==> src/rtl/e203_ifu_bhtbpu.sv <==
// IFU branch predictor: BHT of saturating counters for Bxx, always-taken JAL/JALR,
// optional return-address stack enabled by E203_BPU_RAS_EN.
module e203_ifu_bhtbpu #(
    parameter int unsigned XLEN      = 32,
    parameter int unsigned PC_W      = 32,
    parameter int unsigned BHT_DEPTH = 64,
    parameter int unsigned CNT_W     = 2,
    parameter int unsigned RAS_DEPTH = 4
) (
    input  logic            clk,
    input  logic            rst_n,
    input  logic [PC_W-1:0] pc,
    input  logic            dec_i_valid,
    input  logic            dec_bxx,
    input  logic            dec_jal,
    input  logic            dec_jalr,
    input  logic            dec_rvc,
    input  logic [XLEN-1:0] dec_bjp_imm,
    input  logic [4:0]      dec_rs1idx,
    input  logic [4:0]      dec_rdidx,
    input  logic            jalr_dep,
    input  logic [XLEN-1:0] rf2bpu_x1,
    input  logic [XLEN-1:0] rf2bpu_rs1,
    input  logic            upd_valid,
    input  logic [PC_W-1:0] upd_pc,
    input  logic            upd_taken,
    input  logic            ras_flush,
    output logic            prdt_taken,
    output logic [PC_W-1:0] prdt_pc_add_op1,
    output logic [PC_W-1:0] prdt_pc_add_op2,
    output logic            bpu_wait
);

    localparam int unsigned IDX_W = $clog2(BHT_DEPTH);
    localparam logic [CNT_W-1:0] CNT_INIT = CNT_W'((1 << (CNT_W - 1)) - 1);
    localparam logic [CNT_W-1:0] CNT_MAX  = {CNT_W{1'b1}};

    logic [CNT_W-1:0] bht [BHT_DEPTH];
    logic [IDX_W-1:0] rd_idx;
    logic [IDX_W-1:0] up_idx;
    logic             rs1_x0;
    logic             rs1_x1;
    logic             ras_hit;
    logic [PC_W-1:0]  ras_top;

    assign rd_idx = pc[IDX_W:1];
    assign up_idx = upd_pc[IDX_W:1];
    assign rs1_x0 = (dec_rs1idx == 5'd0);
    assign rs1_x1 = (dec_rs1idx == 5'd1);

    // Counter training; a same-cycle lookup reads the pre-update value.
    always_ff @(posedge clk or negedge rst_n) begin
        if (!rst_n) begin
            for (int unsigned i = 0; i < BHT_DEPTH; i++) begin
                bht[i] <= CNT_INIT;
            end
        end else if (upd_valid) begin
            if (upd_taken && (bht[up_idx] != CNT_MAX)) begin
                bht[up_idx] <= bht[up_idx] + CNT_W'(1);
            end else if (!upd_taken && (bht[up_idx] != '0)) begin
                bht[up_idx] <= bht[up_idx] - CNT_W'(1);
            end
        end
    end

`ifdef E203_BPU_RAS_EN
    localparam int unsigned RP_W = $clog2(RAS_DEPTH);

    logic [PC_W-1:0] ras [RAS_DEPTH];
    logic [RP_W-1:0] ras_wp;
    logic [RP_W:0]   ras_cnt;
    logic [RP_W-1:0] ras_wr_ptr;
    logic            rd_x1;
    logic            is_call;
    logic            is_ret;
    logic            ras_fire;
    logic            ras_push;
    logic            ras_pop;
    logic [PC_W-1:0] ras_link;

    assign rd_x1      = (dec_rdidx == 5'd1);
    assign is_call    = (dec_jal | dec_jalr) & rd_x1;
    assign is_ret     = dec_jalr & rs1_x1 & ~rd_x1;
    assign ras_hit    = is_ret & (ras_cnt != '0);
    assign ras_top    = ras[ras_wp - RP_W'(1)];
    assign ras_fire   = dec_i_valid & ~bpu_wait;
    assign ras_push   = ras_fire & is_call;
    // Coroutine (call with rs1=x1) pops then pushes, replacing the top in place.
    assign ras_pop    = ras_fire & dec_jalr & rs1_x1 & (ras_cnt != '0);
    assign ras_wr_ptr = ras_pop ? (ras_wp - RP_W'(1)) : ras_wp;
    assign ras_link   = pc + (dec_rvc ? PC_W'(2) : PC_W'(4));

    always_ff @(posedge clk or negedge rst_n) begin
        if (!rst_n) begin
            ras_wp  <= '0;
            ras_cnt <= '0;
        end else if (ras_flush) begin
            ras_cnt <= '0;
        end else begin
            if (ras_push) begin
                ras_wp <= ras_wr_ptr + RP_W'(1);
            end else if (ras_pop) begin
                ras_wp <= ras_wp - RP_W'(1);
            end
            if (ras_push && !ras_pop && (ras_cnt != (RP_W + 1)'(RAS_DEPTH))) begin
                ras_cnt <= ras_cnt + (RP_W + 1)'(1);
            end else if (ras_pop && !ras_push) begin
                ras_cnt <= ras_cnt - (RP_W + 1)'(1);
            end
        end
    end

    always_ff @(posedge clk) begin
        if (ras_push && !ras_flush) begin
            ras[ras_wr_ptr] <= ras_link;
        end
    end

    logic unused_ok;
    assign unused_ok = ^{upd_pc, dec_bjp_imm, rf2bpu_x1, rf2bpu_rs1};
`else
    assign ras_hit = 1'b0;
    assign ras_top = '0;

    logic unused_ok;
    assign unused_ok = ^{upd_pc, dec_bjp_imm, rf2bpu_x1, rf2bpu_rs1,
                         dec_rdidx, ras_flush, dec_rvc, ras_top};
`endif

    // Next-PC adder operand selection.
    always_comb begin
        prdt_pc_add_op1 = pc;
        prdt_pc_add_op2 = dec_bjp_imm[PC_W-1:0];
        if (dec_jalr) begin
            if (rs1_x0) begin
                prdt_pc_add_op1 = '0;
            end else if (ras_hit) begin
                prdt_pc_add_op1 = ras_top;
                prdt_pc_add_op2 = '0;
            end else if (rs1_x1) begin
                prdt_pc_add_op1 = rf2bpu_x1[PC_W-1:0];
            end else begin
                prdt_pc_add_op1 = rf2bpu_rs1[PC_W-1:0];
            end
        end
    end

    assign prdt_taken = dec_i_valid & ((dec_bxx & bht[rd_idx][CNT_W-1]) | dec_jal | dec_jalr);
    assign bpu_wait   = dec_i_valid & dec_jalr & ~rs1_x0 & jalr_dep & ~ras_hit;

endmodule

==> config.mk <==
export PLATFORM = sky130hd
export DESIGN_NAME = e203_ifu_bhtbpu
export DESIGN_NICKNAME = d
export VERILOG_FILES = /design/src/rtl/e203_ifu_bhtbpu.sv
export SDC_FILE = /design/constraint.sdc
export NUM_CORES = 1
export LEC_CHECK = 0
export CELL_PAD_IN_SITES_DETAIL_PLACEMENT = 1
export CELL_PAD_IN_SITES_GLOBAL_PLACEMENT = 1
export CORE_MARGIN = 2
export CORE_UTILIZATION = 40
export DETAILED_ROUTE_END_ITERATION = 7
export HOLD_SLACK_MARGIN = 0.15
export PLACE_DENSITY_LB_ADDON = 0.1
export SYNTH_ARGS = -nofsm -noshare
export SYNTH_HDL_FRONTEND = slang
export SYNTH_SLANG_ARGS = --single-unit
==> constraint.sdc <==
create_clock -name clk -period 5.9 [get_ports clk]
set_clock_uncertainty 0.15 [all_clocks]
set_input_delay 1.18 -clock clk [delete_from_list [all_inputs] [get_ports clk]]
set_output_delay 1.18 -clock clk [all_outputs]
set_load 0.05 [all_outputs]
==> results of run 1 <==
[metal layers]
| metal | track usage, % | vias up |
|---|---|---|
| met1 | 32.1 | 3375 |
| li1 | - | 2876 |
| met2 | 42.8 | 211 |
| met4 | 7.23 | 0 |
| met3 | 5.88 | 40 |
| met5 | 0 | - |
[placed cells by master, fill, tap and decap left out, types with 3 or more instances in the layout]
cell type,synthesis,routed
sky130_fd_sc_hd__a211oi_1,3,3
sky130_fd_sc_hd__a21boi_0,3,3
sky130_fd_sc_hd__a21o_1,4,4
sky130_fd_sc_hd__a31oi_1,33,33
sky130_fd_sc_hd__and2_1,5,5
sky130_fd_sc_hd__and3_1,5,5
sky130_fd_sc_hd__and3b_1,3,3
sky130_fd_sc_hd__buf_2,5,3
sky130_fd_sc_hd__buf_4,38,33
sky130_fd_sc_hd__clkbuf_16,0,17
sky130_fd_sc_hd__clkdlybuf4s50_1,0,144
sky130_fd_sc_hd__dfrtp_1,64,64
sky130_fd_sc_hd__dfstp_2,64,64
sky130_fd_sc_hd__inv_6,0,5
sky130_fd_sc_hd__inv_8,0,4
sky130_fd_sc_hd__mux2_2,136,136
sky130_fd_sc_hd__mux2i_1,18,18
sky130_fd_sc_hd__mux4_1,10,10
sky130_fd_sc_hd__mux4_2,27,27
sky130_fd_sc_hd__nand2_1,110,110
sky130_fd_sc_hd__nand2b_1,4,4
sky130_fd_sc_hd__nand3_1,39,39
sky130_fd_sc_hd__nand3b_1,6,6
sky130_fd_sc_hd__nor2_1,43,43
sky130_fd_sc_hd__nor2b_1,9,9
sky130_fd_sc_hd__nor3_1,5,4
sky130_fd_sc_hd__nor3b_1,6,6
sky130_fd_sc_hd__nor4b_1,3,3
sky130_fd_sc_hd__o21ai_0,6,6
[cell families (layout without fill, tap and decap cells)]
group,after synthesis,after routing,synth area share (%)
flip-flops,128,128,40.4
multiplexers,191,191,31.8
AO/OA/AOI/OAI,71,71,6.26
AND/OR/NAND/NOR,248,248,14.3
adder cells (fa/ha/maj),2,2,0.308
buffers and inverters,89,214,6.86
XOR/XNOR,1,1,0.108
[Yosys cell counts, drive strengths merged (2+ instances only)]
library cell / instances / area share, %
mux2i: 18 / 2.2
nor4: 3 / 0.31
a22oi: 3 / 0.34
o21ai: 7 / 0.43
buf: 53 / 5.2
nand2: 110 / 5.1
nand3: 39 / 2.4
nor2: 43 / 2.0
a21o: 4 / 0.37
dfrtp: 64 / 20
and3: 5 / 0.38
a31oi: 33 / 2.5
nand3b: 6 / 0.55
and2: 6 / 0.46
a21boi: 3 / 0.28
nor3: 6 / 0.43
a211oi: 4 / 0.52
a221oi: 2 / 0.22
nor4b: 3 / 0.32
a311oi: 2 / 0.22
ha: 2 / 0.31
clkbuf: 35 / 1.6
nor3b: 6 / 0.55
dfstp: 64 / 21
a221o: 2 / 0.25
mux2: 136 / 19
nor2b: 9 / 0.69
nand2b: 4 / 0.31
mux4: 37 / 11
o2bb2ai: 2 / 0.22
and3b: 3 / 0.32
o22ai: 2 / 0.15
[metrics by stage]
step | area, um2 | cells
after global placement | 9660 | 1093
after floorplan | 8130 | 730
after global routing | 10300 | 1125
after CTS | 10300 | 1125
after detailed placement | 9660 | 1093
final | 10300 | 1125
[worst max path at each step]
stage / start / end / slack [ns] / cells past startpoint
floorplan: upd_pc[2] / bht[95]$_DFFE_PN0P_ / 1.21 / 15
global placement: upd_pc[1] / bht[11]$_DFFE_PN0P_ / 0.16 / 14
detailed placement: upd_pc[1] / bht[7]$_DFFE_PN0P_ / 0.001 / 14
CTS: upd_pc[1] / bht[7]$_DFFE_PN0P_ / 0.45 / 14
global route: upd_pc[1] / bht[7]$_DFFE_PN0P_ / 0.15 / 14
finish: upd_pc[1] / bht[7]$_DFFE_PN0P_ / 0.42 / 14
[worst max-delay path: cells and delay by family]
family          cells  cell delay (ns)
buf+inv             4             1.38
mux                 2             0.97
compound gates      2             0.58
fa+ha+maj           1             0.21
simple gates        5             1.30
[power by group]
group	internal, W	switching, W
clock network	0.000644	0.000464
registers	0.00105	0.0000825
logic	0.000327	0.000341
[final cells by class]
| type | count | area (um2) | area share, % |
|---|---|---|---|
| clock inverter | 15 | 189 | 1.84 |
| clock buffer | 17 | 425 | 4.14 |
| multi-input combinational | 513 | 4310 | 41.9 |
| timing repair buffer | 181 | 1720 | 16.8 |
| tap | 270 | 338 | 3.29 |
| sequential | 128 | 3280 | 32.0 |
| inverter | 1 | 3.75 | 0.0365 |
==> results.md, run 1 <==
- Worst setup EP type: register
- Post CTS Setup Buffer Count: 0
- Clock transition at the register clock pins on the worst setup and hold paths after CTS: 0.06 ns
- Number of hold buffers added after cts: 0
- Largest net degree at the start of global routing: 58
- Result of the run: finished, final reports clean
- Port Buffer Count: 149
- Number of inserted filler cells in the final layout: 2130
- Post-Route WL: 26800 um
- Crit Path Max Fanout: 38
- Fraction of registers with async set/reset: 100%
- Leakage: 4.27 nW
- Antenna cell count: 0
- Avg Synthesized Cell Area: 11.1 um2
- Worst setup slack after layout: 0.425 ns
- RSZ-0062 raised after global routing: false
- Final count of negative-setup-slack endpoints: 0
- Maximum buffer depth of the clock tree: 2
- Part of the Yosys area used for sequential elements: 40.4%
- Endpoint of the worst register-to-register path: bht[7]$_DFFE_PN0P_
- Final core utilization: 51.1%
- Hold slack: 0.382 ns
- Cell area after synthesis: 0.00813 mm2
- Synth-to-layout area growth: 26.3%
- TritonCTS Sinks: 128
- Flip-flop and latch count after synthesis: 128
- Final weighted congestion in routability-driven placement: 0.931
- Ports placed on the boundary: 247
- Highest attainable clock frequency: 183 MHz
- Routed length per placed instance: 23.9 um
- Fraction of final layout cells sized beyond drive strength 1: 35.6%
- Wire length the detailed router placed on met1: 11400 um
- Critical path type: input pin to register
- Full die area: 0.0215 mm2
- Distinct cell type count of the synthesized netlist: 57
- GRT overflow: 0
- Slowest-stage cell, CP: sky130_fd_sc_hd__mux4_2
- Maximum vdd drop: 0.000189 V
- Crit path arrival time: 5.63 ns
- Count of flip-flops with a built-in enable after synthesis: 0
- Yosys Warn Count: 0
- Final number of max-transition violations: 0
- Final worst path period need: 5.48 ns
- Starting density of the core: 40.4%
- Cells along the critical path: clkdlybuf4s50_1 -> buf_12 -> clkinv_1 -> mux4_2 -> o21ai_1 -> and2_1 -> nand4_1 -> ha_1 -> nor2b_1 -> o21ai_0 -> buf_4 -> nor2_1 -> nand3_1 -> mux2_2
- Share of the cycle needed by the critical path after routing: 92.8%
- Mapped Cells: 730
- Dominant register cell in the synthesized netlist: sky130_fd_sc_hd__dfstp_2
- Vias in the first global route: 6980
- Max_slew headroom: 24.8%
- Uppermost signal routing layer after detailed routing: met4
- Antenna violations before repair: 0
- Start point of the worst hold path: bht[81]$_DFFE_PN0P_
- Clock buffer count from CTS: 17
- Antenna Nets Post-Route: 0
- Worst slew pin tran: 1.12 ns
- Minimum setup slack among reg-to-reg paths: 1.86 ns
- Row Count: 52
- Die height: 147 um
- Met3 WL: 1370 um
- Design Power: 0.00291 W
- Total of max-cap violations: 0
- Hold Crit Endpoint: bht[81]$_DFFE_PN0P_
- Sort of element at the start of the critical path: input pin
- Kind of path behind the tightest hold check: register to register
- Via count normalized by instance count: 5.78
- Post-DP HPWL: 19000 um
- Place WS: 0.00108 ns
- Number of detailed-route iterations in the first pass: 5
- Post-synthesis net count: 913
- Worst r2r path cells: 12
- P per Cell Area: 283 mW/mm2
- Amount of wire on met2 after detailed routing: 13600 um
- Die outline width: 147 um
- Required time reported for the critical path endpoint: 6.06 ns
- Clock tree from TritonCTS: built
- Setup TNS: 0 ns
- Global-route wire length before repair: 41400 um
- Clock latency of the later-clocked register in the worst-skew pair: 0.43 ns
- Max incr delay on CP: 0.64 ns
- Buffer type at the clock tree root: sky130_fd_sc_hd__clkbuf_16
- Core Region: 0.0201 mm2
- Residual DRC: 0
- Total of cells resized after clock tree synthesis: 0
- Final Hold Fails: 0
- Count of routing violations after the opening detailed-route iteration: 347
- H-tree levels: 4
- Via count: 6502
- Global-route total usage across every layer: 25.1%
- Worst reg2reg path startpoint: bht[35]$_DFFE_PN0P_
- Layout Nets: 1025
- Hold depth: 1
(Power assumes the default switching activity.)
==> inputs of run 2 (changes only) <==
- CORE_UTILIZATION: 40 -> 41
- CTS_BUF_LIST: default -> sky130_fd_sc_hd__clkbuf_8
- SLEW_MARGIN: default -> 0
==> run 2 against run 1 <==
  * Critical path depth unchanged
  * Largest power group unchanged
  * Clock power down 26%
  * Core utilization up 0.79 points
  * Critical path type unchanged
  * Global-route usage up 0.40 points
==> results.md, run 2 (same netlist as run 1, synthesis figures left out) <==
- Portion of total power attributed to the clock network: 31.4% (-6.7 points)
- H-tree levels: 4 (unchanged)
- Total of cells resized after clock tree synthesis: 0 (unchanged)
- Antenna violations before repair: 2 (+2)
- RSZ-0062 raised after global routing: false
- Clock tree from TritonCTS: built
- Antenna Nets Post-Route: 0 (unchanged)
- Wire length the detailed router placed on met1: 10600 um (-7.5%)
- Clock transition at the register clock pins on the worst setup and hold paths after CTS: 0.08 ns (+0.02 ns)
- Synth-to-layout area growth: 24.2%
- Critical path type: input pin to register
- Core Region: 0.0195 mm2 (-3.2%)
- Die height: 145 um (-1.2%)
- Met3 WL: 1740 um (+27%)
- Count of routing violations after the opening detailed-route iteration: 294 (-15%)
- Routed length per placed instance: 23.5 um (-1.6%)
- Layout Nets: 1028 (+0.29%)
- Residual DRC: 0 (unchanged)
- Clock buffer count from CTS: 17 (unchanged)
- Final weighted congestion in routability-driven placement: 0.843 (-9.5%)
- Worst slew pin tran: 1.19 ns (+0.0684 ns)
- Number of detailed-route iterations in the first pass: 5 (unchanged)
- Ports placed on the boundary: 247 (unchanged)
- Most repeated library cell on the critical path: sky130_fd_sc_hd__buf_4
- Result of the run: finished, final reports clean
- Clock latency of the later-clocked register in the worst-skew pair: 0.46 ns (+0.03 ns)
- Highest attainable clock frequency: 183 MHz (+0.20%)
- Row Count: 51 (-1.9%)
- Net load switching power: 0.000779 W (-12%)
- Endpoint of the worst register-to-register path: bht[93]$_DFFE_PN0P_
- Crit path arrival time: 5.66 ns (+0.03 ns)
- Total of max-cap violations: 0 (unchanged)
- Global-route total usage across every layer: 25.5% (+0.40 points)
- Power share of the sequential group: 43.2% (+4.3 points)
- Post-Route WL: 26400 um (-1.6%)
- Via count normalized by instance count: 5.71 (-1.2%)
- Final number of max-transition violations: 0 (unchanged)
- Crit Path Max Fanout: 9 (-76%)
- Commonest non-fill, non-tap cell in the layout: sky130_fd_sc_hd__clkdlybuf4s50_1
- Global-route wire length before repair: 39600 um (-4.4%)
- Number of hold buffers added after cts: 0 (unchanged)
- Largest net degree at the start of global routing: 67 (+16%)
- Share of the cycle needed by the critical path after routing: 92.6% (-0.18 points)
- Cell internal power dissipation: 0.00183 W (-9.2%)
- Final count of negative-setup-slack endpoints: 0 (unchanged)
- Max_slew headroom: 20.3% (-4.6 points)
- Cells along the critical path: clkdlybuf4s50_1 -> clkinvlp_4 -> mux4_2 -> o21ai_1 -> and2_1 -> nand4_1 -> ha_1 -> nor2b_1 -> o21ai_0 -> buf_4 -> nor4b_1 -> buf_4 -> nand2_1 -> mux2_2
- Vias in the first global route: 6976 (-0.057%)
- Max incr delay on CP: 0.87 ns (+0.23 ns)
- Minimum setup slack among reg-to-reg paths: 1.84 ns (-0.02 ns)
- Full die area: 0.0210 mm2 (-2.4%)
- Final non-filler cell total: 1125 (unchanged)
- Final Hold Fails: 0 (unchanged)
- Required time reported for the critical path endpoint: 6.09 ns (+0.03 ns)
- Worst reg2reg path startpoint: bht[49]$_DFFE_PN0P_
- Fraction of power spent switching nets: 29.8% (-0.70 points)
- Worst setup startpoint: upd_pc[1]
- Post CTS Setup Buffer Count: 0 (unchanged)
- Via count: 6423 (-1.2%)
- Sort of element at the start of the critical path: input pin
- Most frequent cells in the layout: 144 x sky130_fd_sc_hd__clkdlybuf4s50_1, 136 x sky130_fd_sc_hd__mux2_2, 110 x sky130_fd_sc_hd__nand2_1
- Power share of the combinational group: 25.5% (+2.5 points)
- Maximum buffer depth of the clock tree: 2 (unchanged)
- TritonCTS Sinks: 128 (unchanged)
- Uppermost signal routing layer after detailed routing: met4
- Amount of wire on met2 after detailed routing: 13400 um (-1.3%)
- Worst setup EP type: register
- Setup TNS: 0 ns (unchanged)
- Buffer type at the clock tree root: sky130_fd_sc_hd__clkbuf_8
- GRT overflow: 0 (unchanged)
- Design Power: 0.00261 W (-10%)
- Hold Crit Endpoint: bht[37]$_DFFE_PN0P_
- Starting density of the core: 41.8% (+1.3 points)
- Maximum vdd drop: 0.000157 V (-17%)
- Fraction of final layout cells sized beyond drive strength 1: 35.7% (+0.11 points)
- Start point of the worst hold path: bht[37]$_DFFE_PN0P_
- Worst r2r path cells: 13 (+1)
- Slowest-stage cell, CP: sky130_fd_sc_hd__clkdlybuf4s50_1
- Post-DP HPWL: 19300 um (+1.7%)
- Die outline width: 145 um (-1.2%)
- Hold depth: 1 (unchanged)
- P per Cell Area: 259 mW/mm2 (-8.6%)
- Leakage: 4.20 nW (-1.6%)
- Number of cells after detailed placement: 1091 (-0.18%)
- Kind of path behind the tightest hold check: register to register
- Port Buffer Count: 149 (unchanged)
- Final worst path period need: 5.46 ns (-0.0108 ns)
run 2: cell count changes in the layout (fill, tap and decap cells not counted), sizes merged:
| cell | change |
|---|---|
| inv | -7 |
| clkbuf | +4 |
| clkinvlp | +2 |
| bufinv | +1 |
| diode | +2 |
| buf | +3 |
run 2: worst max-delay path by stage:
| stage | end | slack, ns | depth (start not counted) |
|---|---|---|---|
| 6_report | bht[93]$_DFFE_PN0P_ | 0.44 | 14 |
| 5_1_grt | bht[63]$_DFFE_PN0P_ | 0.04 | 14 |
| 2_1_floorplan | bht[95]$_DFFE_PN0P_ | 1.21 | 15 |
| 3_5_place_dp | bht[53]$_DFFE_PN0P_ | -0.18 | 14 |
| 3_3_place_gp | bht[63]$_DFFE_PN0P_ | -0.07 | 14 |
| 4_1_cts | bht[63]$_DFFE_PN0P_ | 0.29 | 14 |
run 2: final cells by class:
type                    count  area [um2]
diodes                      2        5.00
clock buffers              21         289
clock inverters            11         139
fillers                  2076        9370
inverters                   1        7.51
multi-input cells         513        4310
flip-flops and latches    128        3280
well taps                 265         332
repair buffers            184        1730
run 2: power groups by stage:
stage / clock, W / combinational, W / sequential (W)
3_5_place_dp: 0 / 0.000669 / 0.00114
5_1_grt: 0.000873 / 0.000716 / 0.00114
6_report: 0.000820 / 0.000665 / 0.00113
4_1_cts: 0.000834 / 0.000672 / 0.00113
2_1_floorplan: 0 / 0.000485 / 0.00111
3_3_place_gp: 0 / 0.000649 / 0.00113
run 2: per-stage QoR:
step | utilization, % | instance area [um2] | hold slack [ns] | setup WS (ns)
after CTS | 51.8 | 10100 | 0.388 | 0.289
after global routing | 51.9 | 10100 | 0.408 | 0.0363
after detailed placement | 49.6 | 9660 | 0.373 | -0.181
final | 51.9 | 10100 | 0.386 | 0.436
after global placement | 49.6 | 9660 | 0.350 | -0.0659
after floorplan | - | 8130 | 0.338 | 1.21
run 2: critical path: cells and delay by family:
kind / cells / cell delay, ns
buffers and inverters: 4 / 1.77
AND/OR/NAND/NOR: 5 / 0.91
AO/OA/AOI/OAI: 2 / 0.62
adder cells (fa/ha/maj): 1 / 0.24
multiplexers: 2 / 0.92
run 2: routing by layer:
metal  GRT usage, %  up-vias
li1               -     2870
met1           30.1     3296
met2           45.1      206
met3           5.59       51
met4           10.4        0
met5              0        -
